`src/rtl/tree_eval_scheduler.sv`:
```
// -----------------------------------------------------------------------------
// tree_eval_scheduler
//   Shares a single weather decision-tree evaluator between NUM_REQ sensor
//   channels. A round-robin arbiter accepts one 16-bit feature sample at a
//   time. The scheduler starts the evaluator, waits for its answer under a
//   timeout guard, and returns the class tagged with the index of the
//   channel that owns it.
//
// Ports
//   CLOCK_50       in   system clock, rising edge
//   rst_n          in   asynchronous active-low reset
//   req_valid      in   [NUM_REQ]     per-channel sample valid
//   req_data       in   [16*NUM_REQ]  per-channel {wind, precip, temp_min, temp_max}
//   req_ready      out  [NUM_REQ]     one-hot accept (combinational, IDLE only)
//   eval_start     out  one-cycle evaluator start pulse
//   eval_temp_max/eval_temp_min/eval_precip/eval_wind  out  latched features
//   eval_done      in   evaluator result strobe
//   eval_class     in   [3]  evaluator class
//   resp_valid     out  result available
//   resp_ready     in   consumer accepts the result
//   resp_class     out  [3]  class, 3'b111 = evaluator timeout
//   resp_idx       out  [IDX_W] owning requester
//   busy           out  high outside IDLE
// -----------------------------------------------------------------------------
module tree_eval_scheduler #(
   parameter int NUM_REQ = 4,
   parameter int TIMEOUT = 15,
   parameter int IDX_W   = 2
) (
   input  logic                   CLOCK_50,
   input  logic                   rst_n,
   input  logic [NUM_REQ-1:0]     req_valid,
   input  logic [16*NUM_REQ-1:0]  req_data,
   output logic [NUM_REQ-1:0]     req_ready,
   output logic                   eval_start,
   output logic [3:0]             eval_temp_max,
   output logic [3:0]             eval_temp_min,
   output logic [3:0]             eval_precip,
   output logic [3:0]             eval_wind,
   input  logic                   eval_done,
   input  logic [2:0]             eval_class,
   output logic                   resp_valid,
   input  logic                   resp_ready,
   output logic [2:0]             resp_class,
   output logic [IDX_W-1:0]       resp_idx,
   output logic                   busy
);

   typedef enum logic [1:0] {S_IDLE, S_ISSUE, S_WAIT, S_RESP} state_t;

   state_t               r_state;
   logic [IDX_W-1:0]     r_rr_ptr;
   logic [IDX_W-1:0]     r_sel_idx;
   logic [7:0]           r_cnt;
   logic [15:0]          r_feat;
   logic                 r_eval_start;
   logic                 r_resp_valid;
   logic [2:0]           r_resp_class;
   logic [IDX_W-1:0]     r_resp_idx;
   logic                 r_busy;

   logic                 w_found;
   logic [IDX_W-1:0]     w_sel;
   logic [15:0]          w_sel_data;
   logic [NUM_REQ-1:0]   w_grant;
   logic [IDX_W-1:0]     w_rr_nxt;
   logic [7:0]           w_cnt_nxt;

   // Round-robin pick in two passes: first the channels at or above rr_ptr,
   // then (wrap-around) everything from channel 0. The first hit wins.
   always_comb begin
      w_found    = 1'b0;
      w_sel      = '0;
      w_sel_data = '0;
      w_grant    = '0;
      for (int i = 0; i < NUM_REQ; i++) begin
         if (!w_found && req_valid[i] && (i >= int'(r_rr_ptr))) begin
            w_found    = 1'b1;
            w_sel      = IDX_W'(i);
            w_sel_data = req_data[16*i +: 16];
            w_grant    = '0;
            w_grant[i] = 1'b1;
         end
      end
      for (int i = 0; i < NUM_REQ; i++) begin
         if (!w_found && req_valid[i]) begin
            w_found    = 1'b1;
            w_sel      = IDX_W'(i);
            w_sel_data = req_data[16*i +: 16];
            w_grant    = '0;
            w_grant[i] = 1'b1;
         end
      end
   end

   // Pointer wraps at NUM_REQ, which need not be a power of two.
   assign w_rr_nxt  = (w_sel == IDX_W'(NUM_REQ-1)) ? '0 : w_sel + IDX_W'(1);
   assign w_cnt_nxt = r_cnt + 8'd1;

   always_ff @(posedge CLOCK_50 or negedge rst_n) begin
      if (!rst_n) begin
         r_state      <= S_IDLE;
         r_rr_ptr     <= '0;
         r_sel_idx    <= '0;
         r_cnt        <= '0;
         r_feat       <= '0;
         r_eval_start <= 1'b0;
         r_resp_valid <= 1'b0;
         r_resp_class <= '0;
         r_resp_idx   <= '0;
         r_busy       <= 1'b0;
      end else begin
         case (r_state)
            S_IDLE: begin
               if (w_found) begin
                  r_feat       <= w_sel_data;
                  r_sel_idx    <= w_sel;
                  r_rr_ptr     <= w_rr_nxt;
                  r_eval_start <= 1'b1;
                  r_busy       <= 1'b1;
                  r_state      <= S_ISSUE;
               end
            end
            S_ISSUE: begin
               r_eval_start <= 1'b0;
               r_cnt        <= '0;
               r_state      <= S_WAIT;
            end
            S_WAIT: begin
               r_cnt <= w_cnt_nxt;
               // eval_done takes priority over a timeout in the same cycle
               if (eval_done) begin
                  r_resp_class <= eval_class;
                  r_resp_idx   <= r_sel_idx;
                  r_resp_valid <= 1'b1;
                  r_state      <= S_RESP;
               end else if (w_cnt_nxt == 8'(TIMEOUT)) begin
                  r_resp_class <= 3'b111;
                  r_resp_idx   <= r_sel_idx;
                  r_resp_valid <= 1'b1;
                  r_state      <= S_RESP;
               end
            end
            S_RESP: begin
               if (resp_ready) begin
                  r_resp_valid <= 1'b0;
                  r_busy       <= 1'b0;
                  r_state      <= S_IDLE;
               end
            end
            default: r_state <= S_IDLE;
         endcase
      end
   end

   assign req_ready     = (r_state == S_IDLE) ? w_grant : '0;
   assign eval_start    = r_eval_start;
   assign eval_temp_max = r_feat[3:0];
   assign eval_temp_min = r_feat[7:4];
   assign eval_precip   = r_feat[11:8];
   assign eval_wind     = r_feat[15:12];
   assign resp_valid    = r_resp_valid;
   assign resp_class    = r_resp_class;
   assign resp_idx      = r_resp_idx;
   assign busy          = r_busy;

endmodule

```
`config.mk`:
```
export PLATFORM = sky130hd
export DESIGN_NAME = tree_eval_scheduler
export DESIGN_NICKNAME = d
export VERILOG_FILES = /design/src/rtl/tree_eval_scheduler.sv
export SDC_FILE = /design/constraint.sdc
export NUM_CORES = 1
export LEC_CHECK = 0
export CORE_MARGIN = 1
export CORE_UTILIZATION = 44
export CTS_CLUSTER_DIAMETER = 30
export DETAILED_ROUTE_END_ITERATION = 16
export GPL_TIMING_DRIVEN = 0
export MAX_ROUTING_LAYER = met4
export PLACE_DENSITY = 0.8
export SETUP_SLACK_MARGIN = 0.2
export SYNTH_ARGS = -nofsm -noshare
export SYNTH_HDL_FRONTEND = slang
export SYNTH_SLANG_ARGS = --single-unit
```
`constraint.sdc`:
```
create_clock -name CLOCK_50 -period 2.4 [get_ports CLOCK_50]
set_input_delay 0.24 -clock CLOCK_50 [delete_from_list [all_inputs] [get_ports CLOCK_50]]
set_output_delay 0.24 -clock CLOCK_50 [all_outputs]
set_load 0.01 [all_outputs]
```
==> impl_metrics.json <==
{
  "hold_ws_ns": 0.0610,
  "ys_ff_latch": 38,
  "cp_slowest_stage_delay_ns": 0.42,
  "cts_tree": "built",
  "synth_simple_gate_area_share_pct": 16.4,
  "vias_per_cell": 5.96,
  "ant_nets": 0,
  "gr-total-overflow": 0,
  "maxCapViolCount": 0,
  "rows": 27,
  "critPathKind": "register to output port",
  "r2r-end": "resp_idx[1]",
  "first_global_vias": 2750,
  "leakage_nw": 1.80,
  "synth_edf_count": 0,
  "fin_crit_ns": 2.14,
  "synthMuxAreaShare_pct": 2.47,
  "finalPower_mw": 4.13,
  "nets": 489,
  "yosysUniqueCellTypes": 55,
  "clockRootBuffer": "clkbuf_8",
  "critPathSlowestCell": "dfrtp_1",
  "hold_path.class": "primary input to asynchronous set/reset pin",
  "syn_avg_cell_area_sq_um": 8.76,
  "p_comb_share_pct": 57.9,
  "antenna_found_initial": 0,
  "syn_inst": 295,
  "multiInputGateArea_sq_um": 1560,
  "wl_met1_microns": 3760,
  "clk_latency_ns": 0.30,
  "crit_buf_inv": 3,
  "slew_headroom_pct": 40.8,
  "critical_path_required_ns": 2.16,
  "drc": 0,
  "die_y_microns": 78.7,
  "n_antenna_cell": 0,
  "rrSetupSlack_ns": 0.31,
  "die_w_microns": 78.7,
  "area_growth_pct": 54.8,
  "start_util_pct": 46.4,
  "async_flop_share_pct": 100,
  "ys.flop_type": "dfrtp_1",
  "gp_congestion": 0.927,
  "synth-compound-area-share_pct": 34.8,
  "wl_met3_microns": 794,
  "slew_viol_final": 0,
  "net-switching-power_mw": 1.60,
  "reg2reg_from": "r_cnt[1]",
  "wl_met2_microns": 4030,
  "grt_pass1_wl_microns": 13900,
  "pre_cts_slack_ns": -0.532,
  "synth_top_family_by_area": "compound AO/OA/AOI/OAI gates",
  "power_density_nw_per_um2": 1030,
  "swShare_pct": 38.8,
  "htreeDepth": 2,
  "grt_usage_pct": 29.4,
  "finalHoldViolations": 0,
  "nFillCells": 431,
  "sequentialPowerShare_pct": 25.9,
  "mostFrequentLayoutCells": "93 x clkdlybuf4s50_1, 36 x dfrtp_1, 26 x nor2_1, 21 x nand2_1, 21 x a21oi_1",
  "yosysWarnings": 0,
  "final.setup.worst_slack_ns": 0.262,
  "top_layer": "met4",
  "seqCellArea_sq_um": 953,
  "dieArea_sq_um": 6190,
  "status": "finished, final reports clean",
  "grt_max_degree": 39,
  "cts.sinks": 38,
  "cp.arrival_ns": 1.90,
  "setup_viol": 0,
  "cp_max_fo": 10,
  "clock_path_buffers": 2,
  "synthXorXnorAreaFrac_pct": 0.339,
  "reg2reg_depth": 6,
  "end_kind": "output port",
  "drive_above_1_share_pct": 14.7,
  "grt_setup_unrepaired": "no",
  "crit_family": "buffers and inverters",
  "min_period_over_period_pct": 89.1,
  "io_pins": 103,
  "max_freq_mhz": 468,
  "cts_hold_buf": 0,
  "wirelength_microns": 8720,
  "stdcell_area_sq_um": 4000,
  "power_frac_clock_pct": 16.3,
  "vias": 2868,
  "fp.coreArea_sq_um": 5570,
  "ys_seq_area_share_pct": 36.8,
  "synth_adder_area_share_pct": 2.90,
  "fin_util_pct": 71.8,
  "first_iter_violations": 126,
  "first_pass_iters": 4,
  "clk_pin_slew_ns": 0.09,
  "wl_per_cell_microns": 18.1,
  "post_dp_cell_area_sq_um": 3680,
  "vdd_ir_drop_max_mv": 0.861,
  "numCtsBuffers": 5,
  "dp_hpwl_microns": 6060,
  "intPower_mw": 2.52,
  "synth_area_sq_um": 2580,
  "skew_ns": 0.00953,
  "crit_chain": "nand2b_1, and4_1, clkbuf_4, buf_6, nor2_4, nor2_1, dlygate4sd2_1",
  "cp-start-kind": "register",
  "final_common_cell": "clkdlybuf4s50_1",
  "io_buffers": 101,
  "worst_pin_slew_ns": 0.887,
  "syn-num-nets": 376
}
sequential cells by signal, summed over array words and instances, names as in the netlist:
register and count:
r_rr_ptr 2, eval_start 1, resp_idx 2, r_cnt 8, resp_valid 1, resp_class 3, r_sel_idx 2, r_state 2
r_feat 16, busy 1
routing by layer:
| layer | global-route usage [%] | up-vias |
|---|---|---|
| li1 | - | 1342 |
| met1 | 39.7 | 1374 |
| met2 | 45.6 | 138 |
| met3 | 5.47 | 14 |
| met4 | 7.04 | 0 |
| met5 | - | - |
power by group through the flow:
| stage | registers, mW | logic [mW] | clock network (mW) |
|---|---|---|---|
| 5_1_grt | 1.09 | 2.61 | 0.699 |
| 4_1_cts | 1.07 | 2.30 | 0.678 |
| 2_1_floorplan | 1.15 | 1.19 | 0 |
| 3_5_place_dp | 1.09 | 2.15 | 0 |
| 6_report | 1.07 | 2.39 | 0.671 |
| 3_3_place_gp | 1.08 | 2.11 | 0 |
area by class of cell:
type	count	area share (%)
timing repair buffer	106	25.9
tap	72	2.25
inverter	17	1.59
clock buffer	5	1.72
sequential	38	23.8
clock inverter	3	1.72
buffer	21	4.00
multi-input combinational	219	39.0
synthesized netlist by cell type (5+ instances only):
master	n	area, sq um
nand3_1	5	25.0
a21o_1	14	105
a21oi_1	22	110
a22o_1	13	114
nor2_1	31	116
buf_2	7	35.0
inv_1	17	63.8
ha_1	6	75.1
dfrtp_1	38	951
nand2_1	22	82.6
a221oi_1	16	140
o21ai_0	15	75.1
o31ai_1	16	120
clkbuf_1	11	41.3
per-stage QoR:
| stage | setup TNS (ns) | cells |
|---|---|---|
| 3_3_place_gp | -2.13 | 468 |
| 4_1_cts | 0 | 478 |
| 2_1_floorplan | 0 | 295 |
| 6_report | 0 | 481 |
| 3_5_place_dp | -2.17 | 468 |
| 5_1_grt | 0 | 481 |
worst max-delay path by stage:
stage	cells past startpoint	startpoint	endpoint	slack (ns)
2_1_floorplan	6	r_cnt[0]	resp_idx[0]	0.33
3_5_place_dp	9	req_valid[0]	req_ready[1]	-0.53
4_1_cts	6	r_rr_ptr[0]	req_ready[0]	0.01
3_3_place_gp	9	req_valid[0]	req_ready[1]	-0.57
6_report	7	r_rr_ptr[0]	req_ready[1]	0.26
5_1_grt	7	r_rr_ptr[0]	req_ready[1]	0.19
worst register-to-register path, delay by kind of cell (launching register included):
| family | cells | cell delay (ns) |
|---|---|---|
| compound gates | 3 | 0.84 |
| fa+ha+maj | 1 | 0.22 |
| flops | 1 | 0.42 |
| mux | 1 | 0.32 |
| simple gates | 1 | 0.19 |
logic make-up (layout without fill, tap and decap cells):
| logic type | after synthesis | count (layout) |
|---|---|---|
| xor+xnor | 1 | 1 |
| buf+inv | 38 | 152 |
| flops | 38 | 38 |
| simple gates | 84 | 84 |
| fa+ha+maj | 6 | 6 |
| compound gates | 122 | 122 |
| mux | 6 | 6 |
timing repair:
| action | in CTS | in global routing |
|---|---|---|
| endpoints found under the hold margin | 0 | 0 |
| resized for setup | 42 | 16 |
| endpoints found under the setup margin | 17 | 17 |
| setup buffers | 2 | 3 |
| pin swaps | 1 | 2 |
| gates cloned | 0 | 0 |
No activity file was read; power rests on OpenSTA's default activity.
